==> config.mk <==
export PLATFORM = sky130hd
export DESIGN_NAME = fifo_rd_packer
export DESIGN_NICKNAME = d
export VERILOG_FILES = /design/src/rtl/fifo_rd_packer.sv
export SDC_FILE = /design/constraint.sdc
export NUM_CORES = 1
export LEC_CHECK = 0
export ABC_AREA = 1
export CELL_PAD_IN_SITES_DETAIL_PLACEMENT = 0
export CELL_PAD_IN_SITES_GLOBAL_PLACEMENT = 1
export CORE_MARGIN = 2
export CORE_UTILIZATION = 43
export DETAILED_ROUTE_END_ITERATION = 10
export GPL_ROUTABILITY_DRIVEN = 0
export PLACE_DENSITY = 0.9
export SLEW_MARGIN = 20
export SYNTH_ARGS = -nofsm -noshare
export SYNTH_HDL_FRONTEND = slang
export SYNTH_SLANG_ARGS = --single-unit
==> constraint.sdc <==
create_clock -name clk -period 5.9 [get_ports clk]
set_clock_uncertainty 0.15 [all_clocks]
set_input_delay 1.18 -clock clk [delete_from_list [all_inputs] [get_ports clk]]
set_output_delay 1.18 -clock clk [all_outputs]
set_load 0.1 [all_outputs]
==> src/rtl/fifo_rd_packer.sv <==
// Read-side packer for a show-ahead FIFO: packs PACK_NUM entries per output word, lane 0 first.
// Optional build macro FIFO_RD_PACKER_SEQ_CHECK_EN adds an incrementing-pattern checker (seq_err_cnt).
module fifo_rd_packer #(
    parameter int DATA_WIDTH = 8,
    parameter int PACK_NUM   = 4,
    parameter int CNT_WIDTH  = 16
) (
    input  logic                           clk,
    input  logic                           rst_n,
    input  logic                           rd_vld,
    input  logic [DATA_WIDTH-1:0]          rd_data,
    output logic                           rd_en,
    input  logic                           flush,
    output logic                           out_vld,
    output logic [DATA_WIDTH*PACK_NUM-1:0] out_data,
    output logic [PACK_NUM-1:0]            out_keep,
    input  logic                           out_rdy,
    output logic [CNT_WIDTH-1:0]           word_cnt
`ifdef FIFO_RD_PACKER_SEQ_CHECK_EN
    ,
    output logic [CNT_WIDTH-1:0]           seq_err_cnt
`endif
);

    localparam int LW = $clog2(PACK_NUM);
    localparam logic [LW-1:0] LAST = LW'(PACK_NUM - 1);

    logic [DATA_WIDTH*PACK_NUM-1:0] acc;
    logic [DATA_WIDTH*PACK_NUM-1:0] word_full;
    logic [PACK_NUM-1:0]            keep_part;
    logic [LW-1:0]                  lane;
    logic                           flush_pend;
    logic                           run;
    logic                           slot_free;
    logic                           pop;
    logic                           emit;

    // run keeps rd_en low through reset and releases it on the first edge afterwards
    assign slot_free = !out_vld || out_rdy;
    assign rd_en     = rd_vld && run && !flush_pend && ((lane != LAST) || slot_free);
    assign pop       = rd_vld && rd_en;
    assign emit      = out_vld && out_rdy;

    always_comb begin
        word_full = acc;
        word_full[DATA_WIDTH*(PACK_NUM-1) +: DATA_WIDTH] = rd_data;
        keep_part = '0;
        for (int i = 0; i < PACK_NUM; i++) begin
            keep_part[i] = (i < int'(lane));
        end
    end

    always_ff @(posedge clk or negedge rst_n) begin
        if (!rst_n) begin
            run        <= 1'b0;
            acc        <= '0;
            lane       <= '0;
            flush_pend <= 1'b0;
            out_vld    <= 1'b0;
            out_data   <= '0;
            out_keep   <= '0;
            word_cnt   <= '0;
        end else begin
            run <= 1'b1;
            if (emit) begin
                out_vld  <= 1'b0;
                word_cnt <= word_cnt + 1'b1;
            end
            if (pop) begin
                if (lane == LAST) begin
                    out_data <= word_full;
                    out_keep <= '1;
                    out_vld  <= 1'b1;
                    acc      <= '0;
                    lane     <= '0;
                end else begin
                    acc[DATA_WIDTH*lane +: DATA_WIDTH] <= rd_data;
                    lane <= lane + 1'b1;
                end
            end else if (flush_pend && slot_free) begin
                // a flush that raced a word-completing pop leaves lane==0: nothing to send
                if (lane != '0) begin
                    out_data <= acc;
                    out_keep <= keep_part;
                    out_vld  <= 1'b1;
                end
                acc        <= '0;
                lane       <= '0;
                flush_pend <= 1'b0;
            end
            if (flush && !flush_pend && ((lane != '0) || pop)) begin
                flush_pend <= 1'b1;
            end
        end
    end

`ifdef FIFO_RD_PACKER_SEQ_CHECK_EN
    logic [DATA_WIDTH-1:0] seq_exp;

    always_ff @(posedge clk or negedge rst_n) begin
        if (!rst_n) begin
            seq_exp     <= '0;
            seq_err_cnt <= '0;
        end else if (pop) begin
            if ((rd_data != seq_exp) && (seq_err_cnt != {CNT_WIDTH{1'b1}})) begin
                seq_err_cnt <= seq_err_cnt + 1'b1;
            end
            seq_exp <= rd_data + 1'b1;
        end
    end
`endif

endmodule

==> impl_metrics.ini, run 1 <==
[synthesis]
synth_cells = 465
yosysWarningCount = 0
synthAdderAreaFrac = 0.0220
synth_top_area_frac = 0.560
synth_xor_area_frac = 0.0198
synthSimpleGateAreaFrac = 0.323
synthMuxAreaShare = 0.00283
synth_nets = 485
syn-cell-area_um2 = 3980
ys_top_cells_by_area = dfrtp_1, nand2_1, nand3_1
synth_top_family_by_area = simple AND/OR/NAND/NOR gates
ys_ff_latch = 89
yosysTopAreaCell = dfrtp_1
syn_avg_cell_area_um2 = 8.55
synth.distinct_cells = 25
seq_area_frac_synth = 0.560
synth_compound_area_frac = 0.0324

[route]
drtIter0Drc = 231
wirelength_um = 9160
first_pass_iters = 5
viasPerCell = 5.16
wl_per_cell_um = 14.3
vias = 3313
antenna_left = 0
drc = 0

[worst_setup_path]
crit_type = in -> out
rr_worst_depth = 6
cp-end-kind = primary output
rrSetupSlack_ps = 2760
rr_startpoint = lane[0]
required_ps = 4570
path_max_fanout = 13
r2r-end = out_data[29]
start_kind = primary input
cp.arrival_ps = 2960

[placed_design]
dpl_cell_area_um2 = 4690
dpl.hpwl_um = 6330
port_buffers = 66
post-place-ws_ps = 1640

[power_and_ir_drop]
clkPwrFrac = 0.171
power_density_nw_per_um2 = 504
p_int_uw = 1190
ir_drop_v = 0.000318
seqPwrFrac = 0.336
switchingPower_uw = 1280
combPwrFrac = 0.493
p_leak_uw = 0.00249
switching_share = 0.518

[floorplan]
floorplan.initialDensity = 0.437
fp.dieH_um = 100
die_area_um2 = 10000
rows = 35
dieWidth_um = 100
coreArea_um2 = 9110
ios = 67

[clocking]
post_cts_buffers = 0
cts_root_buf = clkbuf_8
cts_sinks = 89
cts_tree = built
clk_pin_slew_worst_paths_ps = 90
cts_buffers = 9
cts_buffer_depth = 2
clk_latency_ps = 350
htree_num_levels = 3
postCtsResizedCells = 0
ctsHoldBuffers = 0

[sta]
rsz0062_at_grt = false
finalSetupTns_ps = 0
relSlewSlack = 0.341
fin_crit_sh = 0.727
finalCriticalPeriod_ps = 4290
max_freq_mhz = 233
worst_pin_slew_ps = 985
hold_violations = 0
setup_ws_ps = 1610
setup_viol = 0
maxSlewViolCount = 0

[grt]
grt_max_degree = 90
grt_overflow = 0
grt_pass1_wl_um = 15200
grtUsageTotal = 0.191
antenna_found_initial = 0
first_global_vias = 3129

[worst_hold_path]
min_path_type = reg -> reg
hold_start = out_data[11]
worstHoldPathCells = 2
worstHoldEndpoint = out_data[11]

[cells_and_area]
post-route-util = 0.537
finalInstanceArea_um2 = 4890
antenna_cells = 0
drive_gt1_frac = 0.0508
nFillCells = 862
nets = 546
area_growth_syn_to_layout_pct = 23.0

[flow_run]
cap_violations = 0

[outcome]
outcome = finished, final reports clean
cell type report:
type	count	area (um^2)	area share
multi-input combinational	340	1600	0.326
tap	111	139	0.0284
clock buffer	12	145	0.0297
inverter	20	75.1	0.0153
timing repair buffer	66	659	0.135
sequential	89	2230	0.455
clock inverter	4	51.3	0.0105
state kept, by name (all words and copies together) (netlist names):
register,flops
word_cnt,16
lane,2
out_vld,1
run,1
out_keep,4
flush_pend,1
out_data,32
acc,32
cell families after synthesis:
group	Yosys count
compound gates	20
xor+xnor	9
fa+ha+maj	7
buf+inv	36
flops	89
mux	1
other cells	1
simple gates	302
how the worst max path moves through the flow:
stage	start	to	slack (ps)	cells after the start
4_1_cts	rd_vld	rd_en	1630	6
2_1_floorplan	rd_vld	rd_en	2430	4
5_1_grt	rd_vld	rd_en	1530	6
6_report	rd_vld	rd_en	1610	6
3_5_place_dp	rd_vld	rd_en	1640	6
3_3_place_gp	rd_vld	rd_en	1710	6
per-layer routing:
metal,vias to the layer above,global-route usage,wire [um]
li1,1624,-,-
met1,1590,0.271,4300
met2,88,0.299,4340
met3,11,0.0404,412
met4,0,0.0558,107
met5,-,0,0
worst max-delay path, cell delays in order:
cell and delay [ps]:
clkdlybuf4s50_1 460, nand2_1 70, nor2_2 370, nand2_2 280, inv_1 250, buf_4 330
power by group through the flow:
| stage | sequential, uW | combinational (uW) | clock (uW) |
|---|---|---|---|
| floorplan | 1420 | 345 | 0 |
| global placement | 835 | 1210 | 0 |
| detailed placement | 841 | 1220 | 0 |
| CTS | 829 | 1220 | 431 |
| global route | 846 | 1280 | 455 |
| finish | 829 | 1220 | 422 |
layout by cell type (no fill, tap or decap), types with 2 or more instances in the layout:
cell	count
dfrtp_1	89
xnor2_1	5
nand2_2	2
inv_1	18
o21ai_2	2
xor2_1	4
nor3_1	7
ha_1	7
clkbuf_1	2
nand2_1	195
nand4_1	15
inv_2	2
nor2_1	18
clkbuf_8	10
a21o_1	4
nand3_1	59
nand3b_1	3
o21ai_0	13
clkdlybuf4s50_1	64
through the flow:
step / total power [uW] / cells / hold WS [ps]
3_5_place_dp: 2060 / 626 / 308
2_1_floorplan: 1770 / 465 / 292
6_report: 2470 / 642 / 325
3_3_place_gp: 2050 / 626 / 305
5_1_grt: 2580 / 642 / 352
4_1_cts: 2480 / 642 / 328
cell usage after synthesis:
library cell / count
a21o_1: 4
buf_2: 12
buf_4: 1
clkbuf_1: 3
conb_1: 1
dfrtp_1: 89
ha_1: 7
inv_1: 18
inv_2: 2
mux2_2: 1
nand2_1: 195
nand2_2: 2
nand2_4: 1
nand3_1: 59
nand3_2: 1
nand3b_1: 3
nand4_1: 15
nor2_1: 18
nor2_2: 1
nor3_1: 7
o21ai_0: 13
o21ai_2: 2
o21ai_4: 1
xnor2_1: 5
xor2_1: 4
Note: power is estimated with default switching activity, not from simulation.
==> run 2, diff against run 1 <==
- CORE_UTILIZATION: 43 -> 39
- PLACE_DENSITY: 0.9 -> 0.83
- clock period: 5.9 -> 4.41 ns (I/O delays scaled with it)
==> run 2 against run 1 <==
Compared with the run above:
- global-route usage down 1.2 points
- highest routed layer unchanged
- via count down 1.3%
- first-iteration DRC count down 32%
- sequential power up 33%
- critical path depth unchanged
==> impl_metrics.ini, run 2 (synthesis results as in run 1) <==
[floorplan]
die_area_um2 = 11000
coreArea_um2 = 9820
fp.dieH_um = 105
dieWidth_um = 105
ios = 67
rows = 36
floorplan.initialDensity = 0.405

[route]
drc = 0
viasPerCell = 4.91
wirelength_um = 9380
drtIter0Drc = 158
wl_per_cell_um = 14.1
antenna_left = 0
vias = 3269
first_pass_iters = 4

[clocking]
cts_root_buf = clkbuf_8
cts_sinks = 89
ctsHoldBuffers = 0
post_cts_buffers = 0
clk_pin_slew_worst_paths_ps = 70
cts_buffer_depth = 2
postCtsResizedCells = 0
htree_num_levels = 3
cts_buffers = 9
cts_tree = built
clk_latency_ps = 350

[sta]
finalCriticalPeriod_ps = 3630
fin_crit_sh = 0.824
rsz0062_at_grt = false
setup_viol = 0
finalSetupTns_ps = 0
hold_slack_ps = 324
max_freq_mhz = 275
worst_pin_slew_ps = 984
relSlewSlack = 0.342
maxSlewViolCount = 0
hold_violations = 0
setup_ws_ps = 778

[cells_and_area]
area_growth_syn_to_layout_pct = 24.1
layout_common_cells = nand2_1, dfrtp_1, clkdlybuf4s50_1, nand3_1
nFillCells = 1002
post-route-util = 0.503
seqCellArea_um2 = 2230
mostFrequentLayoutCell = nand2_1
stdcell_count = 666
drive_gt1_frac = 0.0544
biggestRegsByFlops = acc (32), out_data (32), word_cnt (16)
antenna_cells = 0
nets = 548
multi_input_area_um2 = 1600

[worst_hold_path]
min_path_type = reg -> reg
worstHoldPathCells = 2

[grt]
first_global_vias = 3223
grtUsageTotal = 0.179
grt_pass1_wl_um = 15700
grt_overflow = 0
antenna_found_initial = 0
grt_max_degree = 90

[worst_setup_path]
path_max_fanout = 13
crit_family = buffers and inverters
crit_slowest_cell = clkdlybuf4s50_1
start_kind = primary input
crit_cells = 6
cp.arrival_ps = 2600
crit_type = in -> out
rr_worst_depth = 6
cp-end-kind = primary output
critPathMaxStageDelay_ps = 450
crit_chain = clkdlybuf4s50_1, nand2_1, nor2_2, nand2_2, inv_1, buf_12
required_ps = 3380
crit_buf_inv = 3

[flow_run]
cap_violations = 0

[placed_design]
dpl.hpwl_um = 6560
port_buffers = 66
place_inst = 650
post-place-ws_ps = 804

[power_and_ir_drop]
p_leak_uw = 0.00249
power_density_nw_per_um2 = 664
ir_drop_v = 0.000355

[outcome]
outcome = finished, final reports clean
-- run 2: worst register-to-register path: cells and delay by family (launching register included) --
| kind | cells | cell delay (ps) |
|---|---|---|
| AND/OR/NAND/NOR | 4 | 1020 |
| buffers and inverters | 1 | 190 |
| adder cells (fa/ha/maj) | 1 | 420 |
| flip-flops | 1 | 780 |
-- run 2: where the power goes --
group	switching, uW	total [uW]	internal (uW)
Combinational	1300	1650	350
Sequential	131	1100	973
Clock	286	524	239
-- run 2: area by class of cell --
cell class | instances | area share
timing repair buffer | 68 | 0.139
inverter | 20 | 0.0152
clock buffer | 13 | 0.0322
multi-input combinational | 340 | 0.323
tap | 133 | 0.0337
clock inverter | 3 | 0.00507
sequential | 89 | 0.451
-- run 2: routing by layer --
layer	track usage	share of wire	wire (um)	up-vias
li1	-	-	-	1625
met1	0.243	0.46	4290	1563
met2	0.275	0.48	4530	60
met3	0.0299	0.036	337	21
met4	0.0943	0.023	216	0
met5	0	0	0	-
-- run 2: worst paths after layout --
kind                             startpoint           end  slack (ps)
worst max register to register      lane[0]   out_data[3]        1730
min in group asynchronous             rst_n  word_cnt[13]         400
worst min-delay path            out_data[0]   out_data[0]         320
worst min register to register  out_data[0]   out_data[0]         320
worst max-delay path                 rd_vld         rd_en         780
max in group asynchronous             rst_n   out_data[0]        3110
-- run 2: stage by stage --
stage	cell area (um^2)	total power (uW)
after detailed placement	4750	2780
after floorplan	3980	2370
after global placement	4750	2760
after global routing	4940	3450
final	4940	3280
after CTS	4930	3300
==> run 3, diff against run 2 <==
- CORE_UTILIZATION: 39 -> 36
- PLACE_DENSITY: 0.83 -> 0.81
- clock period: 4.41 -> 3.3 ns (I/O delays scaled with it)
==> run 3 against run 2 <==
Compared with the run above:
- routed wire length up 3.3%
- worst setup slack lost 230 ps
- first-iteration DRC count rose by 10%
- register-to-register slack worse by 670 ps
- global-route usage shrank 0.17 points
- via count rose by 0.49%
- clock power up 44%
- critical path depth is the same
- largest cell class unchanged
==> impl_metrics.ini, run 3 (synthesis results as in run 1) <==
[worst_setup_path]
cp-end-kind = primary output
crit_family = buffers and inverters
path_max_fanout = 9
crit_buf_inv = 4
rrSetupSlack_ps = 1060
crit_type = in -> out
r2r-end = acc[16]
critPathMaxStageDelay_ps = 520
cp.arrival_ps = 1940
start_kind = primary input
crit_slowest_cell = clkdlybuf4s50_1
required_ps = 2490
rr_startpoint = lane[1]
rr_worst_depth = 6
crit_chain = clkdlybuf4s50_1, inv_2, nand3_2, nand2_2, inv_1, buf_12

[power_and_ir_drop]
seqPwrFrac = 0.331
combPwrFrac = 0.497
clkPwrFrac = 0.172
ir_drop_v = 0.000586
p_int_uw = 2100
p_leak_uw = 0.00262
switchingPower_uw = 2300
switching_share = 0.523
power_density_nw_per_um2 = 905

[route]
wirelength_um = 9680
drtIter0Drc = 174
antenna_left = 0
drc = 0
first_pass_iters = 4
viasPerCell = 4.85
wl_per_cell_um = 14.3
vias = 3285

[sta]
relSlewSlack = 0.592
maxSlewViolCount = 0
setup_ws_ps = 549
fin_crit_sh = 0.834
hold_violations = 0
setup_viol = 0
finalCriticalPeriod_ps = 2750
max_freq_mhz = 363
worst_pin_slew_ps = 612
rsz0062_at_grt = false
finalSetupTns_ps = 0

[placed_design]
dpl.hpwl_um = 6860
place_inst = 661
port_buffers = 66
post-place-ws_ps = 561
dpl_cell_area_um2 = 4670

[floorplan]
coreArea_um2 = 10800
floorplan.initialDensity = 0.369
die_area_um2 = 11900
dieWidth_um = 109
fp.dieH_um = 109
ios = 67
rows = 38

[clocking]
clk_latency_ps = 370
postCtsResizedCells = 0
cts_buffers = 9
htree_num_levels = 3
cts_buffer_depth = 2
cts_tree = built
cts_sinks = 89
ctsHoldBuffers = 0
post_cts_buffers = 0
clk_pin_slew_worst_paths_ps = 80
cts_root_buf = clkbuf_8

[cells_and_area]
stdcell_count = 677
drive_gt1_frac = 0.162
finalInstanceArea_um2 = 4860
layout_common_cells = nand2_1, dfrtp_1, nand3_1, buf_4
nets = 552
area_growth_syn_to_layout_pct = 22.3
biggestRegsByFlops = acc (32), out_data (32), word_cnt (16)
mostFrequentLayoutCell = nand2_1
antenna_cells = 0
nFillCells = 1077

[grt]
first_global_vias = 3279
antenna_found_initial = 0
grt_max_degree = 47
grtUsageTotal = 0.177
grt_overflow = 0
grt_pass1_wl_um = 16100

[outcome]
outcome = finished, final reports clean

[worst_hold_path]
min_path_type = in -> async

[flow_run]
cap_violations = 0
==> run 3: routing by layer <==
layer / GRT usage / up-vias / routed length (um)
met5: 0 / - / 0
met2: 0.295 / 60 / 4810
met4: 0.0632 / 0 / 140
met3: 0.0347 / 10 / 392
li1: - / 1630 / -
met1: 0.229 / 1585 / 4330
==> run 3: worst max path at each step <==
| stage | to | slack, ps | depth (start not counted) | from |
|---|---|---|---|---|
| 6_report | rd_en | 550 | 6 | out_rdy |
| 5_1_grt | rd_en | 460 | 6 | out_rdy |
| 4_1_cts | rd_en | 550 | 6 | out_rdy |
| 3_5_place_dp | rd_en | 560 | 6 | out_rdy |
| 3_3_place_gp | rd_en | 580 | 6 | out_rdy |
| 2_1_floorplan | rd_en | 600 | 3 | out_vld |
==> run 3: worst reg2reg max path, delay by kind of cell, from the launching register on <==
| kind | cells | cell delay (ps) |
|---|---|---|
| DFF | 1 | 420 |
| adders and majority gates | 1 | 300 |
| AOI/OAI and AO/OA | 1 | 170 |
| and+or+nand+nor | 2 | 450 |
| buffers and inverters | 2 | 660 |
==> run 3: power by group through the flow <==
stage                     clock network (uW)  logic [uW]  registers, uW
after floorplan                            0         617           2550
after global placement                     0        2180           1480
after detailed placement                   0        2200           1480
after CTS                                782        2210           1460
after global routing                     824        2320           1490
final                                    756        2190           1460
==> run 3: area by class of cell <==
class / count / area [um^2] / share of cell area
flip-flops and latches: 89 / 2230 / 0.458
clock buffers: 11 / 141 / 0.0291
clock inverters: 5 / 55.1 / 0.0113
multi-input cells: 340 / 1600 / 0.328
inverters: 20 / 75.1 / 0.0154
well taps: 140 / 175 / 0.0360
repair buffers: 72 / 593 / 0.122
==> run 3: stage by stage <==
stage / util / total power [uW] / hold WS, ps
final: 0.451 / 4400 / 142
after detailed placement: 0.432 / 3680 / 310
after global placement: 0.432 / 3660 / 310
after global routing: 0.451 / 4630 / 193
after floorplan: - / 3160 / 214
after CTS: 0.451 / 4450 / 168
